## src/rtl/hawk_tbl_init_mngr.sv

```systemverilog
// hawk_tbl_init_mngr: table-initialisation write engine for the HAWK page
// manager. On a start strobe it fills the ATT region (zeros), the list region
// (one doubly-linked free list) or an arbitrary block range (zeros) using
// single-beat DATA_W-bit AXI4 writes, with up to MAX_OUTSTANDING writes
// awaiting a B response.
//
// Ports:
//   clk_i, rst_ni                 clock, synchronous active-low reset
//   start_i, mode_i               command strobe and mode (0 ATT, 1 LIST, 2 ZERO, 3 reserved)
//   zf_base_i, zf_blocks_i        ZERO_FILL base address and block count
//   aw*/w*/b*                     AXI4 write address / data / response channels
//   busy_o, done_o, err_o         command in progress, completion pulse, sticky error

// One 16-byte free-list entry. idx is the 1-based entry number; idx 0 or
// beyond LIST_ENTRIES produces an all-zero (unstrobed) lane.
module hawk_tbl_list_lane #(
  parameter int unsigned LIST_ENTRIES = 10,
  parameter logic [47:0] PPA_START    = 48'h0
) (
  input  logic [31:0]  idx,
  output logic [127:0] entry
);
  always_comb begin
    entry = '0;
    if (idx != 32'd0 && idx <= 32'(LIST_ENTRIES)) begin
      entry[31:0]   = (idx == 32'(LIST_ENTRIES)) ? 32'd0 : idx + 32'd1;
      entry[63:32]  = idx - 32'd1;
      entry[111:64] = PPA_START + 48'(idx - 32'd1);
    end
  end
endmodule

module hawk_tbl_init_mngr #(
  parameter int unsigned ADDR_W          = 64,
  parameter int unsigned DATA_W          = 512,
  parameter logic [63:0] ATT_BASE        = 64'h0,
  parameter int unsigned ATT_ENTRIES     = 64,
  parameter int unsigned ATT_ENTRY_BYTES = 8,
  parameter logic [63:0] LIST_BASE       = 64'h200,
  parameter int unsigned LIST_ENTRIES    = 10,
  parameter logic [47:0] PPA_START       = 48'h0,
  parameter int unsigned MAX_OUTSTANDING = 4
) (
  input  logic                clk_i,
  input  logic                rst_ni,
  input  logic                start_i,
  input  logic [1:0]          mode_i,
  input  logic [ADDR_W-1:0]   zf_base_i,
  input  logic [15:0]         zf_blocks_i,
  output logic                awvalid_o,
  output logic [ADDR_W-1:0]   awaddr_o,
  input  logic                awready_i,
  output logic                wvalid_o,
  output logic [DATA_W-1:0]   wdata_o,
  output logic [DATA_W/8-1:0] wstrb_o,
  output logic                wlast_o,
  input  logic                wready_i,
  input  logic                bvalid_i,
  input  logic [1:0]          bresp_i,
  output logic                bready_o,
  output logic                busy_o,
  output logic                done_o,
  output logic                err_o
);
  localparam int unsigned BLK_BYTES  = DATA_W / 8;
  localparam int unsigned LANES      = DATA_W / 128;
  localparam int unsigned ATT_BYTES  = ATT_ENTRIES * ATT_ENTRY_BYTES;
  localparam int unsigned LIST_BYTES = LIST_ENTRIES * 16;
  localparam logic [15:0] ATT_NB     = 16'((ATT_BYTES + BLK_BYTES - 1) / BLK_BYTES);
  localparam logic [15:0] LIST_NB    = 16'((LIST_BYTES + BLK_BYTES - 1) / BLK_BYTES);

  localparam logic [1:0] MODE_ATT  = 2'd0;
  localparam logic [1:0] MODE_LIST = 2'd1;
  localparam logic [1:0] MODE_ZERO = 2'd2;
  localparam logic [1:0] MODE_RSVD = 2'd3;

  typedef enum logic [1:0] {IDLE, ISSUE, DRAIN, DONE} state_t;

  state_t              state, state_nxt;
  logic [1:0]          mode_q;
  logic [ADDR_W-1:0]   base_q, start_base;
  logic [15:0]         nb_q, start_nb;
  logic [15:0]         aw_cnt, w_cnt, b_cnt, outstanding;
  logic                accept, aw_hs, w_hs, b_hs;

  assign accept      = (state == IDLE) && start_i;
  assign aw_hs       = awvalid_o && awready_i;
  assign w_hs        = wvalid_o && wready_i;
  assign b_hs        = bvalid_i && bready_o;
  assign outstanding = aw_cnt - b_cnt;

  // Region base and block count implied by the incoming command.
  always_comb begin
    start_nb   = 16'd0;
    start_base = '0;
    case (mode_i)
      MODE_ATT:  begin start_nb = ATT_NB;      start_base = ADDR_W'(ATT_BASE);  end
      MODE_LIST: begin start_nb = LIST_NB;     start_base = ADDR_W'(LIST_BASE); end
      MODE_ZERO: begin start_nb = zf_blocks_i; start_base = zf_base_i;          end
      default: ;
    endcase
  end

  // State register
  always_ff @(posedge clk_i) begin
    if (!rst_ni) state <= IDLE;
    else         state <= state_nxt;
  end

  // Next-state logic; empty or reserved commands complete without traffic.
  always_comb begin
    state_nxt = state;
    case (state)
      IDLE:  if (start_i)
               state_nxt = (mode_i == MODE_RSVD || start_nb == 16'd0) ? DONE : ISSUE;
      ISSUE: if (aw_cnt == nb_q && w_cnt == nb_q) state_nxt = DRAIN;
      DRAIN: if (b_cnt == nb_q) state_nxt = DONE;
      DONE:  state_nxt = IDLE;
      default: state_nxt = IDLE;
    endcase
  end

  // Outputs. AW valid is a pure function of counters so it never depends on
  // ready; W trails AW so data for block k only follows acceptance of AW k.
  always_comb begin
    busy_o    = (state == ISSUE) || (state == DRAIN);
    done_o    = (state == DONE);
    awvalid_o = (state == ISSUE) && (aw_cnt < nb_q) &&
                (outstanding < 16'(MAX_OUTSTANDING));
    wvalid_o  = busy_o && (w_cnt < aw_cnt);
  end

  assign bready_o = busy_o;
  assign wlast_o  = 1'b1;
  assign awaddr_o = base_q + ADDR_W'(aw_cnt) * ADDR_W'(BLK_BYTES);

  // Counters, command registers and sticky error
  always_ff @(posedge clk_i) begin
    if (!rst_ni) begin
      mode_q <= MODE_ATT;
      base_q <= '0;
      nb_q   <= '0;
      aw_cnt <= '0;
      w_cnt  <= '0;
      b_cnt  <= '0;
      err_o  <= 1'b0;
    end else if (accept) begin
      mode_q <= mode_i;
      base_q <= start_base;
      nb_q   <= start_nb;
      aw_cnt <= '0;
      w_cnt  <= '0;
      b_cnt  <= '0;
      err_o  <= (mode_i == MODE_RSVD);
    end else begin
      if (aw_hs) aw_cnt <= aw_cnt + 16'd1;
      if (w_hs)  w_cnt  <= w_cnt + 16'd1;
      if (b_hs)  b_cnt  <= b_cnt + 16'd1;
      if (b_hs && bresp_i != 2'b00) err_o <= 1'b1;
    end
  end

  // Write payload for block w_cnt. Strobes cover only bytes inside the region,
  // which trims the tail block of ATT and LIST fills.
  logic [LANES-1:0][127:0] list_data;
  logic [31:0]             blk_byte0, limit;

  assign blk_byte0 = 32'(w_cnt) * 32'(BLK_BYTES);

  always_comb begin
    case (mode_q)
      MODE_ATT:  limit = 32'(ATT_BYTES);
      MODE_LIST: limit = 32'(LIST_BYTES);
      default:   limit = '1;
    endcase
  end

  for (genvar j = 0; j < LANES; j++) begin : g_lane
    logic [31:0] idx;
    assign idx = 32'(w_cnt) * 32'(LANES) + 32'(j) + 32'd1;
    hawk_tbl_list_lane #(
      .LIST_ENTRIES (LIST_ENTRIES),
      .PPA_START    (PPA_START)
    ) u_lane (
      .idx   (idx),
      .entry (list_data[j])
    );
  end

  for (genvar b = 0; b < BLK_BYTES; b++) begin : g_strb
    assign wstrb_o[b] = (blk_byte0 + 32'(b)) < limit;
  end

  assign wdata_o = (mode_q == MODE_LIST) ? list_data : '0;

endmodule
```

## config.mk

```make
export PLATFORM = sky130hd
export DESIGN_NAME = hawk_tbl_init_mngr
export DESIGN_NICKNAME = d
export VERILOG_FILES = /design/src/rtl/hawk_tbl_init_mngr.sv
export SDC_FILE = /design/constraint.sdc
export NUM_CORES = 1
export LEC_CHECK = 0
export BUFFER_PORTS_ARGS = -buffer_cell sky130_fd_sc_hd__clkbuf_2
export CORE_AREA = 3 3 283 285
export DETAILED_ROUTE_END_ITERATION = 12
export DIE_AREA = 0 0 286 288
export GPL_TIMING_DRIVEN = 0
export PLACE_DENSITY = 0.36
export RECOVER_POWER = 50
export SYNTH_ARGS = -nofsm -noshare
export SYNTH_HDL_FRONTEND = slang
export SYNTH_SLANG_ARGS = --single-unit
```

## constraint.sdc

```tcl
create_clock -name clk_i -period 8.23 [get_ports clk_i]
set_input_delay 0.4115 -clock clk_i [delete_from_list [all_inputs] [get_ports clk_i]]
set_output_delay 0.4115 -clock clk_i [all_outputs]
set_load 0.1 [all_outputs]
```

==> impl_metrics.env <==
export IMPL_grt_usage_pct=12.14
export IMPL_port_buffers=272
export IMPL_die_y_um=288
export IMPL_wl_per_cell_um=15.13
export IMPL_die_area_sq_mm=0.08237
export IMPL_cp_cell_sequence="ha_1 -> inv_1 -> fa_1 -> nor2b_1 -> o21ai_0 -> a21boi_0 -> o211ai_1 -> a21boi_0 -> o21ai_0 -> clkbuf_1 -> nor4b_1 -> xor2_1 -> clkbuf_2"
export IMPL_status="complete, no violations"
export IMPL_p_leak_nw=9.897
export IMPL_synth_seq_area_share_pct=19.58
export IMPL_cts_tree="built"
export IMPL_cp_end_kind="output pin"
export IMPL_grt_start_max_net_pins=17
export IMPL_hold_violations=0
export IMPL_crit_slowest_cell="dfxtp_1"
export IMPL_final_nets=2647
export IMPL_p_total_mw=3.685
export IMPL_root_buffer="clkbuf_16"
export IMPL_path_buf_inv=3
export IMPL_ys_ff_latch=133
export IMPL_rows=102
export IMPL_cp_slowest_stage_delay_ps=530
export IMPL_die_w_um=286
export IMPL_slew_headroom_pct=9.328
export IMPL_ys_warn_count=0
export IMPL_synth_mux_area_fraction_pct=1.325
export IMPL_cp_max_fo=10
export IMPL_cts_buffers=17
export IMPL_clock_latency_ps=440
export IMPL_finalClockSkew_ps=8.675
export IMPL_drive_above_1_share_pct=33.71
export IMPL_yosysTopAreaCell="buf_4"
export IMPL_area_growth_synth_to_final_pct=36.08
export IMPL_max_freq_ghz=0.1923
export IMPL_via_per_inst=3.496
export IMPL_dpl_hpwl_mm=45.38
export IMPL_synth_simple_area_share_pct=15.63
export IMPL_period_minus_slack_ps=5199
export IMPL_holdPathEnd="base_q[59]$_SDFFE_PN0P_"
export IMPL_r2r_cells=10
export IMPL_grt_setup_unrepaired="no"
export IMPL_dr_pass1_iters=5
export IMPL_grt_pass1_vias=11644
export IMPL_min_delay_path_depth=2
export IMPL_ios=737
export IMPL_antenna_found_initial=9
export IMPL_r2r_end="aw_cnt[13]$_SDFFE_PP0P_"
export IMPL_synth_adder_area_share_pct=8.798
export IMPL_grt_overflow_total=0
export IMPL_synth_top_family_by_area="buffers and inverters"
export IMPL_cts_setup_buffers=0
export IMPL_post_cts_resized=0
export IMPL_synth_edf_count=0
export IMPL_drtIter0Drc=420
export IMPL_cp_required_ps=7820
export IMPL_critPathKind="reg2out"
export IMPL_hp_start="zf_base_i[59]"
export IMPL_clk_pin_slew_worst_paths_ps=60
export IMPL_maxCapViolations=0
export IMPL_synth_compound_area_share_pct=12.84
export IMPL_layout_common_cells="buf_4 (550), conb_1 (464), clkbuf_2 (234), dfxtp_1 (133), nand2_1 (112)"
export IMPL_layout_commonest_cell="buf_4"
export IMPL_cts_max_level=4
export IMPL_r2r_setup_slack_ps=4360
export IMPL_setup_viol=0
export IMPL_tightestPinTransition_ps=1366
export IMPL_cts_buffer_depth=2
export IMPL_yosysUniqueCellTypes=65
export IMPL_postSynthCellCount=1709
export IMPL_mappedNetlistArea_sq_mm=0.01360
export IMPL_grt_pass1_wl_mm=75.35
export IMPL_critical_path_arrival_ps=4790
export IMPL_place_congestion=0.7850
export IMPL_startpoint_type="flip-flop"
export IMPL_antenna_left=0
export IMPL_hp_class="in2reg"
export IMPL_synthArstFlopShare_pct=0
export IMPL_crit_family="compound AO/OA/AOI/OAI gates"
export IMPL_fin_tns_setup_ps=0
export IMPL_synth_xor_area_share_pct=7.602
export IMPL_netlist_top_cells_area="buf_4 (30%), dfxtp_1 (20%), ha_1 (8.7%)"
export IMPL_stdcell_area_sq_mm=0.01850
export IMPL_synth_top_cell_area_share_pct=30.37
export IMPL_peakVddDrop_v=0.0001818
export IMPL_drc=0
export IMPL_period_share_pct=63.17
export IMPL_clkSinkCount=133
export IMPL_powerDensity_mw_per_mm2=199.2
export IMPL_core_area_sq_mm=0.07759
export IMPL_hold_buffers=0
export IMPL_start_util_pct=17.52
export IMPL_place_area_sq_mm=0.01799
export IMPL_synth_top_flop_cell="dfxtp_1"
export IMPL_drv_slew=0
export IMPL_fin_util_pct=23.84
export IMPL_rr_startpoint="aw_cnt[2]$_SDFFE_PP0P_"
export IMPL_vias=12289
export IMPL_routed_wl_mm=53.19
export IMPL_postSynthAreaPerCell_sq_um=7.955
-- cell families after synthesis --
family / Yosys count
AOI/OAI and AO/OA: 257
xor gates and xnor gates: 118
adders and majority gates: 95
buffers and inverters: 675
DFF: 133
muxes: 18
other: 2
and+or+nand+nor: 411
-- stage by stage --
stage | hold WS, ps | worst slack [ps] | instances
floorplan | 450.6 | 2086 | 2171
detailed placement | 467.1 | 3463 | 3483
global placement | 465.7 | 3478 | 3483
global route | 155.6 | 2677 | 3511
CTS | 142.1 | 2953 | 3511
finish | 175.9 | 3031 | 3515
-- metal layers --
layer  track usage, %  share of wire, %
met3            3.199               6.3
met1            14.12                40
met2            22.19                52
met5                0              0.15
met4            2.648               1.4
-- layout make-up --
class | instances | area (sq um)
inverters | 72 | 270.3
multi-input cells | 1363 | 8021
clock buffers | 23 | 467.9
fillers | 8741 | 59090
plain buffers | 603 | 4375
repair buffers | 272 | 1314
clock inverters | 5 | 77.57
well taps | 1040 | 1301
diodes | 4 | 10.01
flip-flops and latches | 133 | 2663
-- synthesized netlist by cell type (all sizes together), types with 27 or more instances --
cell type / n
dfxtp: 133
clkbuf: 48
nand3: 35
xnor2: 49
buf: 555
ha: 94
a22o: 60
nand2: 112
inv: 72
nor3: 52
nor2: 62
o21ai: 55
a21oi: 62
nand4: 27
xor2: 69
-- state kept, by name, summed over array words and instances (netlist names) --
| signal | flops |
|---|---|
| nb_q | 16 |
| err_o | 1 |
| state | 2 |
| base_q | 64 |
| w_cnt | 16 |
| aw_cnt | 16 |
| mode_q | 2 |
| b_cnt | 16 |
-- where the power goes --
part	internal [mW]	leakage, nW	switching [mW]
Clock	0.454	0.265	0.297
Combinational	0.403	8.56	1.80
Sequential	0.680	1.08	0.0478
-- how the worst max path moves through the flow --
| stage | startpoint | endpoint | slack [ps] | depth (start not counted) |
|---|---|---|---|---|
| 2_1_floorplan | w_cnt[1]$_SDFFE_PP0P_ | wdata_o[453] | 2090 | 12 |
| 3_3_place_gp | aw_cnt[0]$_SDFFE_PP0P_ | awaddr_o[34] | 3480 | 13 |
| 3_5_place_dp | aw_cnt[0]$_SDFFE_PP0P_ | awaddr_o[34] | 3460 | 13 |
| 4_1_cts | aw_cnt[0]$_SDFFE_PP0P_ | awaddr_o[34] | 2950 | 13 |
| 5_1_grt | aw_cnt[0]$_SDFFE_PP0P_ | awaddr_o[34] | 2680 | 13 |
| 6_report | aw_cnt[0]$_SDFFE_PP0P_ | awaddr_o[34] | 3030 | 13 |
(Power assumes the default switching activity.)
